$ cat config.mk
export PLATFORM = sky130hd
export DESIGN_NAME = scratch
export DESIGN_NICKNAME = d
export VERILOG_FILES = /design/src/rtl/scratch_pkg.sv /design/src/rtl/scratch_mem.sv /design/src/rtl/scratch.sv
export SDC_FILE = /design/constraint.sdc
export NUM_CORES = 1
export LEC_CHECK = 0
export ABC_AREA = 0
export ABC_CLOCK_PERIOD_IN_PS = 3700
export CORE_ASPECT_RATIO = 0.5
export CORE_MARGIN = 4
export CORE_UTILIZATION = 55
export CTS_CLUSTER_SIZE = 40
export DETAILED_ROUTE_END_ITERATION = 10
export PLACE_DENSITY_LB_ADDON = 0.15
export SYNTH_ARGS = -nofsm -noshare
export SYNTH_HDL_FRONTEND = slang
export SYNTH_SLANG_ARGS = --single-unit
$ cat constraint.sdc
create_clock -name clk -period 3.7 [get_ports clk]
set_clock_uncertainty 0.05 [all_clocks]
set_input_delay 0.37 -clock clk [delete_from_list [all_inputs] [get_ports clk]]
set_output_delay 0.37 -clock clk [all_outputs]
set_load 0.01 [all_outputs]
$ cat src/rtl/scratch_pkg.sv
// Shared defaults and small helpers for the scratch register file.
package scratch_pkg;

    localparam int DEF_WIDTH   = 32;
    localparam int DEF_DEPTH   = 16;
    localparam int DEF_ADDR_W  = $clog2(DEF_DEPTH);
    localparam int DEF_COUNT_W = DEF_ADDR_W + 1;

    // Where a read port takes its next value from.
    typedef enum logic [1:0] {
        SRC_MISS   = 2'd0,
        SRC_BYPASS = 2'd1,
        SRC_ARRAY  = 2'd2
    } rd_src_e;

    // The occupancy counter must represent 0..DEPTH inclusive.
    function automatic int count_w(input int addr_w);
        return addr_w + 1;
    endfunction

endpackage

$ cat src/rtl/scratch_mem.sv
// Plain DEPTH x WIDTH storage: one synchronous write port and two
// asynchronous read ports. It holds no validity information.
module scratch_mem #(
    parameter int WIDTH  = 32,
    parameter int DEPTH  = 16,
    parameter int ADDR_W = 4
) (
    input  logic              clk,
    input  logic              we,
    input  logic [ADDR_W-1:0] waddr,
    input  logic [WIDTH-1:0]  wdata,
    input  logic [ADDR_W-1:0] raddr_a,
    input  logic [ADDR_W-1:0] raddr_b,
    output logic [WIDTH-1:0]  rd_a,
    output logic [WIDTH-1:0]  rd_b
);

    logic [WIDTH-1:0] mem [DEPTH];

    // Store write data; contents survive reset and clear.
    // NOTE: the array has no reset on purpose -- validity lives in separate
    // flags, so stale contents are harmless and the array can map to RAM.
    always_ff @(posedge clk) begin
        if (we) begin
            mem[waddr] <= wdata;
        end
    end

    assign rd_a = mem[raddr_a];
    assign rd_b = mem[raddr_b];

endmodule

$ cat src/rtl/scratch.sv
// Two-read-port scratch register file with per-entry valid flags,
// write-first bypass, registered read outputs and an occupancy count.
// rst_n is an active-high synchronous reset despite its name.
module scratch
    import scratch_pkg::*;
#(
    parameter int WIDTH  = DEF_WIDTH,
    parameter int DEPTH  = DEF_DEPTH,
    parameter int ADDR_W = $clog2(DEPTH)
) (
    input  logic              clk,
    input  logic              rst_n,
    input  logic              clr,
    input  logic              we,
    input  logic [ADDR_W-1:0] waddr,
    input  logic [WIDTH-1:0]  wdata,
    input  logic              re_a,
    input  logic [ADDR_W-1:0] raddr_a,
    input  logic              re_b,
    input  logic [ADDR_W-1:0] raddr_b,
    output logic [WIDTH-1:0]  rdata_a,
    output logic              rhit_a,
    output logic [WIDTH-1:0]  rdata_b,
    output logic              rhit_b,
    output logic [ADDR_W:0]   count
);

    localparam int COUNT_W = count_w(ADDR_W);

    logic [DEPTH-1:0]   valid;
    logic [DEPTH-1:0]   valid_post_clr;
    logic [DEPTH-1:0]   valid_next;
    logic [COUNT_W-1:0] count_next;
    logic [WIDTH-1:0]   mem_rd_a;
    logic [WIDTH-1:0]   mem_rd_b;
    logic               mem_we;
    rd_src_e            src_a;
    rd_src_e            src_b;

    // A write coincident with reset is discarded, including its array update.
    assign mem_we = we & ~rst_n;

    scratch_mem #(
        .WIDTH  (WIDTH),
        .DEPTH  (DEPTH),
        .ADDR_W (ADDR_W)
    ) u_mem (
        .clk     (clk),
        .we      (mem_we),
        .waddr   (waddr),
        .wdata   (wdata),
        .raddr_a (raddr_a),
        .raddr_b (raddr_b),
        .rd_a    (mem_rd_a),
        .rd_b    (mem_rd_b)
    );

    // Clear applies before the write: reads and the count see post-clear flags.
    assign valid_post_clr = clr ? '0 : valid;

    // Next valid flags and occupancy: clear first, then mark the written entry.
    // NOTE: every signal gets a default at the top of always_comb so no path
    // leaves it unassigned and no latch is inferred.
    always_comb begin
        valid_next = valid_post_clr;
        count_next = count;
        if (we) begin
            valid_next[waddr] = 1'b1;
        end
        if (clr) begin
            count_next = {{(COUNT_W-1){1'b0}}, we};
        end else if (we && !valid[waddr]) begin
            count_next = count + 1'b1;
        end
    end

    // Pick the source for each read port: bypass beats array, invalid is a miss.
    always_comb begin
        src_a = SRC_MISS;
        src_b = SRC_MISS;
        if (we && (raddr_a == waddr)) begin
            src_a = SRC_BYPASS;
        end else if (valid_post_clr[raddr_a]) begin
            src_a = SRC_ARRAY;
        end
        if (we && (raddr_b == waddr)) begin
            src_b = SRC_BYPASS;
        end else if (valid_post_clr[raddr_b]) begin
            src_b = SRC_ARRAY;
        end
    end

    // Valid flags and occupancy register; reset wins over clear and write.
    // NOTE: non-blocking assignments for all clocked state so every register
    // samples pre-edge values regardless of statement order.
    always_ff @(posedge clk) begin
        if (rst_n) begin
            valid <= '0;
            count <= '0;
        end else begin
            valid <= valid_next;
            count <= count_next;
        end
    end

    // Port A output register; holds its value while re_a is low.
    always_ff @(posedge clk) begin
        if (rst_n) begin
            rdata_a <= '0;
            rhit_a  <= 1'b0;
        end else if (re_a) begin
            unique case (src_a)
                SRC_BYPASS: begin
                    rdata_a <= wdata;
                    rhit_a  <= 1'b1;
                end
                SRC_ARRAY: begin
                    rdata_a <= mem_rd_a;
                    rhit_a  <= 1'b1;
                end
                default: begin
                    rdata_a <= '0;
                    rhit_a  <= 1'b0;
                end
            endcase
        end
    end

    // Port B output register; holds its value while re_b is low.
    always_ff @(posedge clk) begin
        if (rst_n) begin
            rdata_b <= '0;
            rhit_b  <= 1'b0;
        end else if (re_b) begin
            unique case (src_b)
                SRC_BYPASS: begin
                    rdata_b <= wdata;
                    rhit_b  <= 1'b1;
                end
                SRC_ARRAY: begin
                    rdata_b <= mem_rd_b;
                    rhit_b  <= 1'b1;
                end
                default: begin
                    rdata_b <= '0;
                    rhit_b  <= 1'b0;
                end
            endcase
        end
    end

endmodule

Yosys cells after proc, flatten, opt, wreduce, memory -nomap -nowiden --
Memories as Yosys holds them, arrays and structs flattened. Index checks and enable logic that the tools add are counted.
Cells by class: magnitude comparators 4, multiplexer cells 22, reduce and logical (&&, ||, !) cells 9, equal/unequal tests 6, add/sub/neg operators 1, bitwise operators 3
Operators by type and width (number):
- $pmux 32 s2 | 2
- $mux 16 | 2
- $or 16x16->16 | 1
- $lt 4x5->1 const B | 3
- $bmux 1 s4 | 3
- $mux 1 | 10
- $eq 4x4->1 | 2
- $mux 2 | 4
- $reduce_or 2->1 | 3
- $add 5x1->5 const B | 1
- $demux 1 s4 | 1
- $eq 2x1->1 const B | 2
- $eq 2x2->1 const B | 2
- $ge 4x1->1 const B | 1
- $logic_and 1x1->1 | 4
- $reduce_bool 2->1 | 1
- $and 1x1->1 | 1
- $logic_not 1->1 | 1
- $not 1->1 | 1
Word-level totals: logic and storage cells 53, output and inout port bits 71, flip-flop bits (word level) 87, memories 1, RAM bits 512
Memories:
- u_mem.mem | words 16, bits a word 32, read ports 2, clocked after memory_dff 0, write ports 1, line scratch_mem.sv:18 | logic [WIDTH-1:0] mem [DEPTH];

Longest topological paths before layout --
Gate-level depths: netlist (run 1).
depth after elaboration 8, mapped depth 10, gate-level depth less buffers 6

Modules after synthesis --
From an unflattened synthesis (run 1), not the netlist that was laid out.
Second synthesis, totals: cells, all modules 1687, area total of the unflattened synthesis 27736.6 sq um
By module, submodules not included:
- scratch_mem | cells each 1077, area an instance 22907.0 sq um, times used 1
- scratch | cells each 610, area an instance 4829.6 sq um, times used 1

Worst setup path after synthesis (run 1) --
Ideal clock, no wire load.
path kind in2reg, from in we, to mem u_mem.mem[0][0], enable pin, stages on the path 3, library setup time 463 ps, arrival time 3362 ps, path buffers 0, setup slack -176 ps, cells stage by stage nor2b_1 -> or3b_2 -> nor3_1
Between the ends: word-level cells in the longest chain between the ends 3
RTL lines:
- from (decl) | line scratch.sv:14 | input logic we,
- $and 1x1->1 | line scratch.sv:41 | assign mem_we = we & ~rst_n;
- $mux 1 | line scratch_mem.sv:24 | if (we) begin
- $mux 1 (implied by the code) | line scratch_mem.sv:25 | mem[waddr] <= wdata;
- to (decl) | line scratch_mem.sv:18
Every way passes these cells.

Worst setup path in the final report (run 1) --
from in waddr[3], to reg rdata_b[16]
Between the ends: word-level cells in the longest chain between the ends 5, elaborated cells on any way between the ends 6
RTL lines:
- from (decl) | line scratch.sv:15 | input logic [ADDR_W-1:0] waddr,
- $eq 4x4->1 (*) | line scratch.sv:86 | if (we && (raddr_b == waddr)) begin
- $logic_and 1x1->1 (*) | line scratch.sv:86
- $mux 2 (*) | line scratch.sv:86
- $eq 2x2->1 / $eq 2x1->1 (equally long branches) | line scratch.sv:135 | unique case (src_b)
- $pmux 32 s2 (*) | line scratch.sv:135
- to (signal assigned) | line scratch.sv:137 | rdata_b <= wdata;
- to (signal assigned) | line scratch.sv:141 | rdata_b <= mem_rd_b;
- to (decl) | line scratch.sv:23 | output logic [WIDTH-1:0] rdata_b,
Every way passes the cells marked *; elsewhere a longest branch is shown, timed or not. A chain may end at the register's enable or synchronous reset.

==> impl_metrics.env, run 1 <==
export IMPL_status="finished, final reports clean"
export IMPL_avgViaCountPerCell=6.872
export IMPL_post_cts_buffers=0
export IMPL_cts_root_buffer="clkbuf_16"
export IMPL_die_w_um=322.0
export IMPL_io_buffers=120
export IMPL_cp_top_family="buffers and inverters"
export IMPL_timing_final_ws_setup_ns=1.132
export IMPL_antenna_left=0
export IMPL_rows=57
export IMPL_globalRouteOverflowTotal=0
export IMPL_slowest_stage="clkdlybuf4s50_1"
export IMPL_ys_seq_area_share_pct=63.14
export IMPL_netlist_area_um2=27110
export IMPL_clkTransAtPathRegs_ns=0.07
export IMPL_ys_flop_type="edfxtp_1"
export IMPL_grt_first_pass_wirelength_um=104900
export IMPL_syn_area_per_cell_um2=18.71
export IMPL_fin_tns_setup_ns=0
export IMPL_slew_viol_final=0
export IMPL_rrSetupSlack_ns=1.44
export IMPL_fmax_mhz=389.4
export IMPL_p_leak_nw=10.00
export IMPL_core_area_um2=48640
export IMPL_synth_seq_cells=599
export IMPL_hold_worst_slack_ns=0.4368
export IMPL_finalInstanceArea_um2=30920
export IMPL_timing_critical_path_to_type="register"
export IMPL_rsz0062_at_grt="no"
export IMPL_drive_above_1_share_pct=29.28
export IMPL_antenna_found_initial=0
export IMPL_max_cap_viol_count=0
export IMPL_dp_hpwl_um=41420
export IMPL_pre_cts_slack_ns=0.6303
export IMPL_syn_nets=1500
export IMPL_ff2ff_path_depth=7
export IMPL_clkLatencyLatePin_ns=0.59
export IMPL_startpoint_type="primary input"
export IMPL_syn_to_final_growth_pct=14.06
export IMPL_crit_type="in -> reg"
export IMPL_cpPeakStageDelay_ns=0.87
export IMPL_num_io_pins=121
export IMPL_dpl_cell_area_um2=29320
export IMPL_hold_viol=0
export IMPL_cts_resized=0
export IMPL_hold_path_class="reg -> reg"
export IMPL_r2r_end="rdata_a[19]"
export IMPL_start_util_pct=55.74
export IMPL_cts_hold_fix_buffers=0
export IMPL_cts_tree="yes"
export IMPL_min_period_over_period_pct=69.40
export IMPL_grt_max_degree=68
export IMPL_synth_edf_count=512
export IMPL_antennaDiodeCount=0
export IMPL_hold_end="rdata_a[24]"
export IMPL_wirelength_um=70540
export IMPL_cp_cell_sequence="clkdlybuf4s50_1 -> xor2_1 -> nor4_1 -> and3_2 -> buf_4 -> a22oi_1 -> o21ai_1"
export IMPL_p_per_area_nw_per_um2=447.3
export IMPL_ys_warn_count=0
export IMPL_peakVddDrop_mv=0.3770
export IMPL_drc=0
export IMPL_min_from="rdata_a[24]"
export IMPL_grt_pass1_vias=16520
export IMPL_clock_path_buffers=3
export IMPL_arrival_ns=3.02
export IMPL_tightest_slew_ns=1.148
export IMPL_gr_usage_all_layers_pct=27.06
export IMPL_setup_violations=0
export IMPL_ys_types=50
export IMPL_reg2reg_from="valid[7]"
export IMPL_dieArea_um2=53120
export IMPL_gp_congestion=0.7918
export IMPL_drt_iter0_drc=1787
export IMPL_maxSlewHeadroom_pct=23.21
export IMPL_worstPathMaxFanout=17
export IMPL_required_ns=4.15
export IMPL_drt_pass1_iter_count=7
export IMPL_num_vias=15585
export IMPL_min_period_ns=2.568
export IMPL_timing_critical_path_buf_inv=2
export IMPL_synthCells=1449
export IMPL_die_h_um=165.0
export IMPL_clock_sinks=599
export IMPL_cts_buffers=52
export IMPL_fillers=3338
export IMPL_p_total_mw=13.83
export IMPL_min_path_cells=2
export IMPL_layout_nets=1627
export IMPL_cts_htree_levels=2
export IMPL_async_reset_ff_share_pct=0
export IMPL_wl_per_cell_um=31.10
[layer usage]
metal	global-route usage (%)	vias to the layer above	share of wire, %
met4	8.082	0	3.0
met1	37.03	8212	39
met2	44.51	847	49
met5	0	-	0
li1	-	6380	-
met3	5.952	146	9.5
[registers in the layout (all words and copies together) (netlist names)]
register	count
count	5
rhit_b	1
rhit_a	1
rdata_b	32
valid	16
u_mem.mem	512
rdata_a	32
[logic make-up (layout without fill, tap and decap cells)]
logic type / count (synthesis) / after routing / synth area share [%]
adder cells (fa/ha/maj): 1 / 1 / 0.04615
buffers and inverters: 119 / 289 / 2.137
AND/OR/NAND/NOR: 93 / 93 / 1.643
multiplexers: 402 / 402 / 27.20
XOR/XNOR: 11 / 11 / 0.3554
AO/OA/AOI/OAI: 224 / 224 / 5.478
flip-flops: 599 / 599 / 63.14
[how the worst max path moves through the flow]
stage / from / to / slack (ns) / depth (start not counted)
after floorplan: waddr[1] / u_mem.mem[1][0] / 0.15 / 3
after global placement: waddr[3] / rdata_b[19] / 0.70 / 7
after detailed placement: waddr[3] / rdata_b[16] / 0.63 / 7
after CTS: waddr[3] / rdata_b[16] / 1.22 / 7
after global routing: waddr[3] / rdata_b[18] / 1.10 / 7
final: waddr[3] / rdata_b[16] / 1.13 / 7
[Yosys cell counts, drive strengths merged (4+ instances only)]
library cell / n / area (µm²)
edfxtp: 512 / 15370
mux4: 264 / 5946
mux2i: 103 / 1031
dfxtp: 87 / 1742
buf: 71 / 399.1
o21ai: 67 / 335.3
a22oi: 63 / 473.0
nor2: 52 / 195.2
clkbuf: 43 / 161.4
mux2: 35 / 397.9
a21oi: 34 / 170.2
o22a: 32 / 280.3
a21o: 16 / 120.1
nor3: 11 / 70.07
xor2: 10 / 87.58
nand2: 8 / 30.03
inv: 5 / 18.77
nand3: 4 / 20.02
[placed cells by master, fill, tap and decap left out, types with 3 or more instances in the layout]
master	count
nor2_1	38
a22oi_1	63
buf_12	9
edfxtp_1	512
nand2_1	8
nand3_1	4
nor3_2	6
clkdlybuf4s50_1	113
dfxtp_1	87
nand2b_1	3
clkbuf_1	21
nor3_1	4
clkinv_2	9
xor2_1	10
nand3b_1	3
a21o_1	16
mux4_2	264
buf_4	61
inv_1	3
mux2i_1	103
clkinvlp_4	3
o21ai_1	64
a21oi_1	34
mux2_2	33
a31oi_1	3
o21ai_0	3
clkbuf_16	53
o22a_1	32
clkbuf_8	7
nor2_4	14
[stage by stage]
step / instances / utilization (%)
detailed placement: 2171 / 60.27
global placement: 2171 / 60.27
global route: 2268 / 63.57
floorplan: 1449 / -
finish: 2268 / 63.57
CTS: 2268 / 63.57
[layout make-up]
| type | instances | area, µm² | area share (%) |
|---|---|---|---|
| repair buffers | 187 | 1807 | 5.843 |
| clock inverters | 18 | 131.4 | 0.4249 |
| well taps | 649 | 812.0 | 2.626 |
| flip-flops and latches | 599 | 17120 | 55.36 |
| multi-input cells | 731 | 9562 | 30.92 |
| clock buffers | 79 | 1474 | 4.767 |
| inverters | 5 | 18.77 | 0.06070 |
[power by group]
| part | internal (mW) | total (mW) | switching (mW) |
|---|---|---|---|
| sequential | 7.42 | 7.47 | 0.0521 |
| clock | 2.83 | 5.23 | 2.40 |
| combinational | 0.527 | 1.14 | 0.610 |
| total | 10.8 | 13.8 | 3.06 |
[worst reg2reg max path, cell delays in order, from the launching register on]
cell and delay, ns:
dfxtp_1 0.37, mux4_2 0.49, a2bb2oi_1 0.14, a21oi_1 0.17
a31oi_1 0.13, nand4b_1 0.24, buf_4 0.38, o21ai_1 0.16
Note: power is estimated with default switching activity, not from simulation.
==> run 2: changes to the inputs <==
--- a/config.mk
+++ b/config.mk
@@ -6,7 +6,7 @@
 export NUM_CORES = 1
 export LEC_CHECK = 0
 export ABC_AREA = 0
-export ABC_CLOCK_PERIOD_IN_PS = 3700
+export ABC_CLOCK_PERIOD_IN_PS = 2250
 export CORE_ASPECT_RATIO = 0.5
 export CORE_MARGIN = 4
 export CORE_UTILIZATION = 55
==> constraint.sdc (replaced) <==
create_clock -name clk -period 2.25 [get_ports clk]
set_clock_uncertainty 0.05 [all_clocks]
set_input_delay 0.225 -clock clk [delete_from_list [all_inputs] [get_ports clk]]
set_output_delay 0.225 -clock clk [all_outputs]
set_load 0.01 [all_outputs]
==> run 2 against run 1 <==
Against the previous run: power up 72%; register-to-register slack worse by 1.3 ns; via count up 1.3%; critical path depth unchanged; count of clock-buffer cells in the layout down 4; wire length up 1.8%; die area unchanged; non-clock buffer count up 42; sequential share of layout area down 2.1 points.
==> impl_metrics.env, run 2 (same netlist as run 1, synthesis figures left out) <==
export IMPL_status="finished, final reports clean"
export IMPL_met1_usage_pct=37.71
export IMPL_hold_end="rdata_a[30]"
export IMPL_rows=57
export IMPL_slew_viol_final=0
export IMPL_max_cap_viol_count=0
export IMPL_maxSlewHeadroom_pct=25.69
export IMPL_layout_nets=1669
export IMPL_hold_viol=0
export IMPL_dp_hpwl_um=42220
export IMPL_drive_above_1_share_pct=31.83
export IMPL_final_common_cell="edfxtp_1"
export IMPL_antenna_found_initial=0
export IMPL_rrSetupSlack_ns=0.15
export IMPL_arrival_ns=2.51
export IMPL_clkTransAtPathRegs_ns=0.07
export IMPL_drt_iter0_drc=1827
export IMPL_wl_per_cell_um=31.08
export IMPL_p_per_area_nw_per_um2=741.3
export IMPL_rsz0062_at_grt="no"
export IMPL_stdcell_count=2311
export IMPL_core_area_um2=48640
export IMPL_dpl_cell_count=2213
export IMPL_dpl_cell_area_um2=30330
export IMPL_start_util_pct=55.74
export IMPL_min_period_over_period_pct=93.15
export IMPL_required_ns=2.66
export IMPL_wirelength_um=71830
export IMPL_die_w_um=322.0
export IMPL_num_vias=15787
export IMPL_reg_largest_list="u_mem.mem (512), rdata_a (32), rdata_b (32)"
export IMPL_min_from="raddr_a[3]"
export IMPL_grt_first_pass_wirelength_um=106100
export IMPL_cts_htree_levels=2
export IMPL_busiest_layer="met2"
export IMPL_cts_tree="yes"
export IMPL_ff2ff_path_depth=7
export IMPL_crit_type="reg -> reg"
export IMPL_r2r_end="rdata_a[5]"
export IMPL_post_cts_buffers=0
export IMPL_grt_use_met2_pct=46.53
export IMPL_peakVddDrop_mv=0.5893
export IMPL_gr_usage_all_layers_pct=27.48
export IMPL_drc=0
export IMPL_clock_path_buffers=3
export IMPL_cts_root_buffer="clkbuf_16"
export IMPL_cts_resized=0
export IMPL_worstPathMaxFanout=21
export IMPL_grt_pass1_vias=16664
export IMPL_reg2reg_from="valid[7]"
export IMPL_regMostFlops="u_mem.mem"
export IMPL_grt_max_degree=68
export IMPL_min_period_ns=2.096
export IMPL_clock_sinks=599
export IMPL_antennaDiodeCount=0
export IMPL_hold_path_class="in -> reg"
export IMPL_gr_usage_met3_pct=4.482
export IMPL_cts_hold_fix_buffers=0
export IMPL_avgViaCountPerCell=6.831
export IMPL_largest_register_ffs=512
export IMPL_gp_congestion=0.8466
export IMPL_dieArea_um2=53120
export IMPL_clkLatencyLatePin_ns=0.60
export IMPL_num_io_pins=121
export IMPL_antenna_left=0
export IMPL_die_h_um=165.0
export IMPL_final_cell_mix="edfxtp_1 (512), mux4_2 (264), clkdlybuf4s50_1 (113)"
export IMPL_syn_to_final_growth_pct=18.66
export IMPL_tightest_slew_ns=1.112
export IMPL_startpoint_type="register"
export IMPL_timing_critical_path_to_type="register"
export IMPL_fmax_mhz=477.1
export IMPL_globalRouteOverflowTotal=0
export IMPL_drt_pass1_iter_count=5
export IMPL_p_leak_nw=10.55
export IMPL_cts_buffers=52
export IMPL_setup_violations=0
export IMPL_min_path_cells=4
export IMPL_io_buffers=120
export IMPL_finalInstanceArea_um2=32170
export IMPL_fin_tns_setup_ns=0
[run 2: worst max-delay path, cell delays in order (launching register included)]
cell,delay (ns)
dfxtp_1,0.36
mux4_2,0.47
a2bb2oi_1,0.14
a21oi_1,0.15
a31oi_1,0.10
nand4b_1,0.16
buf_4,0.39
o21ai_1,0.14
[run 2: metal layers]
metal / wire length (µm) / share of wire, %
met5: 0 / 0
met4: 1926 / 2.7
met3: 6301 / 8.8
met1: 27980 / 39
met2: 35630 / 50
[run 2: layout make-up]
| cell class | count | area (µm²) |
|---|---|---|
| Clock buffer | 75 | 1550 |
| Clock inverter | 23 | 287.8 |
| Fill cell | 3238 | 16470 |
| Inverter | 5 | 18.77 |
| Multi-Input combinational cell | 731 | 9584 |
| Sequential cell | 599 | 17120 |
| Tap cell | 649 | 812.0 |
| Timing Repair Buffer | 229 | 2798 |
[run 2: how the worst max path moves through the flow]
stage | from | to | slack [ns] | cells after the start
after global routing | valid[5] | rdata_a[15] | 0.13 | 7
final | valid[7] | rdata_a[5] | 0.15 | 7
after detailed placement | waddr[0] | count[1] | -0.21 | 7
after floorplan | waddr[2] | u_mem.mem[13][0] | -0.43 | 3
after CTS | valid[7] | rdata_a[5] | 0.20 | 7
after global placement | waddr[0] | count[1] | -0.13 | 7
[run 2: report_power, final]
part           switching (mW)  internal (mW)
logic                    1.03          0.978
registers              0.0837           12.2
clock network            4.06           5.50
[run 2: metrics by stage]
step,hold slack (ns),setup WS [ns],power (mW),util [%]
after floorplan,0.2739,-0.4271,13.69,-
after global placement,0.4174,-0.1311,14.46,62.36
after detailed placement,0.4207,-0.2068,14.52,62.36
after CTS,0.1354,0.2028,24.02,66.13
after global routing,0.1851,0.1342,24.67,66.13
final,0.1774,0.1542,23.84,66.13
==> run 3: changes to the inputs <==
--- a/config.mk
+++ b/config.mk
@@ -7,7 +7,7 @@
 export LEC_CHECK = 0
 export ABC_AREA = 0
 export ABC_CLOCK_PERIOD_IN_PS = 2250
-export CORE_ASPECT_RATIO = 0.5
+export CORE_ASPECT_RATIO = 0.9
 export CORE_MARGIN = 4
 export CORE_UTILIZATION = 55
 export CTS_CLUSTER_SIZE = 40
==> run 3 against run 2 <==
Against the previous run: global-route usage down 0.38 points; register-to-register slack better by 0.05 ns; clock power up 8%; core utilization up 0.88 points; highest routed layer unchanged; largest cell class unchanged; first-iteration DRC count down 0.33%.
==> impl_metrics.env, run 3 (same netlist as run 1, synthesis figures left out) <==
export IMPL_dp_hpwl_um=43910
export IMPL_grt_pass1_vias=16282
export IMPL_hold_path_class="in -> reg"
export IMPL_globalRouteOverflowTotal=0
export IMPL_clkTransAtPathRegs_ns=0.07
export IMPL_regArea_um2=17120
export IMPL_hold_worst_slack_ns=0.2173
export IMPL_reg_largest_list="u_mem.mem (512), rdata_a (32), rdata_b (32)"
export IMPL_cts_resized=0
export IMPL_grt_first_pass_wirelength_um=105600
export IMPL_wl_per_cell_um=30.84
export IMPL_core_area_um2=48310
export IMPL_multi_input_area_um2=9584
export IMPL_min_period_ns=2.049
export IMPL_setup_violations=0
export IMPL_post_cts_buffers=0
export IMPL_antenna_left=0
export IMPL_avgViaCountPerCell=6.856
export IMPL_drt_iter0_drc=1821
export IMPL_finalInstanceArea_um2=32370
export IMPL_gr_usage_all_layers_pct=27.10
export IMPL_reg2reg_from="valid[1]"
export IMPL_status="finished, final reports clean"
export IMPL_antennaDiodeCount=0
export IMPL_intPower_mw=19.22
export IMPL_fin_tns_setup_ns=0
export IMPL_die_w_um=242.0
export IMPL_p_comb_share_pct=8.2
export IMPL_timing_final_ws_setup_ns=0.2006
export IMPL_io_buffers=120
export IMPL_maxSlewHeadroom_pct=20.61
export IMPL_final_util_pct=67.01
export IMPL_cp_cell_sequence="mux4_2 -> a2bb2oi_1 -> a21oi_1 -> a31oi_1 -> nand4b_1 -> buf_4 -> o21ai_1"
export IMPL_largest_register_ffs=512
export IMPL_stdcell_count=2319
export IMPL_regMostFlops="u_mem.mem"
export IMPL_gp_congestion=0.8204
export IMPL_dpl_cell_count=2209
export IMPL_syn_to_final_growth_pct=19.41
export IMPL_num_vias=15898
export IMPL_crit_type="reg -> reg"
export IMPL_layout_nets=1696
export IMPL_p_leak_nw=10.71
export IMPL_max_cap_viol_count=0
export IMPL_start_util_pct=56.12
export IMPL_clkLatencyLatePin_ns=0.63
export IMPL_tightest_slew_ns=1.186
export IMPL_p_seq_share_pct=50.0
export IMPL_fillers=3197
export IMPL_startpoint_type="register"
export IMPL_hold_end="rdata_a[1]"
export IMPL_r2r_end="rdata_a[13]"
export IMPL_drc=0
export IMPL_num_io_pins=121
export IMPL_p_total_mw=24.57
export IMPL_cts_hold_fix_buffers=0
export IMPL_rrSetupSlack_ns=0.20
export IMPL_peakVddDrop_mv=0.6998
export IMPL_dpl_cell_area_um2=30340
export IMPL_cpPeakStageDelay_ns=0.47
export IMPL_drt_pass1_iter_count=5
export IMPL_cts_tree="yes"
export IMPL_ff2ff_path_depth=7
export IMPL_swShare_pct=21.78
export IMPL_final_common_cell="edfxtp_1"
export IMPL_timing_critical_path_to_type="register"
export IMPL_min_path_cells=4
export IMPL_slew_viol_final=0
export IMPL_required_ns=2.69
export IMPL_clock_sinks=599
export IMPL_cts_htree_levels=2
export IMPL_cts_buffers=58
export IMPL_hold_viol=0
export IMPL_min_from="raddr_a[3]"
export IMPL_antenna_found_initial=0
export IMPL_pwr_share_clk_pct=41.8
export IMPL_rsz0062_at_grt="no"
export IMPL_switching_power_mw=5.350
export IMPL_pre_cts_slack_ns=-0.1787
export IMPL_fmax_mhz=488.0
export IMPL_wirelength_um=71530
export IMPL_rows=76
export IMPL_worstPathMaxFanout=16
export IMPL_arrival_ns=2.49
export IMPL_final_cell_mix="edfxtp_1 (512), mux4_2 (264), clkdlybuf4s50_1 (113)"
export IMPL_drive_above_1_share_pct=33.10
export IMPL_cts_root_buffer="clkbuf_16"
export IMPL_slowest_stage="mux4_2"
export IMPL_clock_path_buffers=3
export IMPL_min_period_over_period_pct=91.08
export IMPL_p_per_area_nw_per_um2=758.9
export IMPL_die_h_um=218.6
export IMPL_grt_max_degree=65
export IMPL_dieArea_um2=52910
[run 3: routing by layer]
layer	wire length, µm	vias up	track usage (%)	part of all wire (%)
li1	-	6541	-	-
met1	27880	8362	37.85	39
met2	35650	875	45.58	50
met3	6285	120	4.355	8.8
met4	1711	0	6.849	2.4
met5	0	-	0	0
[run 3: power by group through the flow]
stage | sequential (mW) | clock (mW) | combinational (mW)
3_5_place_dp | 12.5 | 0 | 2.02
5_1_grt | 12.3 | 10.9 | 2.14
4_1_cts | 12.3 | 10.4 | 2.03
3_3_place_gp | 12.5 | 0 | 1.99
6_report | 12.3 | 10.3 | 2.01
2_1_floorplan | 12.5 | 0 | 1.19
[run 3: worst max-delay path by stage]
stage                         from          endpoint  slack, ns  cells past startpoint
after floorplan           waddr[2]  u_mem.mem[13][0]      -0.43                      3
after global placement    waddr[0]          count[4]      -0.15                      7
after detailed placement  waddr[0]          count[4]      -0.18                      7
after CTS                 valid[9]        rdata_b[0]       0.22                      7
after global routing      valid[9]       rdata_b[22]       0.11                      7
final                     valid[1]       rdata_a[13]       0.20                      7
[run 3: cell type report]
type	instances	share of cell area (%)
inverters	5	0.06184
well taps	624	2.412
flip-flops and latches	599	52.87
multi-input cells	731	29.61
clock buffers	81	5.218
clock inverters	29	1.047
repair buffers	250	8.781
[run 3: critical path: cells and delay by family (launching register included)]
kind | cells | cell delay [ns]
and+or+nand+nor | 1 | 0.18
DFF | 1 | 0.36
AOI/OAI and AO/OA | 4 | 0.52
muxes | 1 | 0.47
buffers and inverters | 1 | 0.30
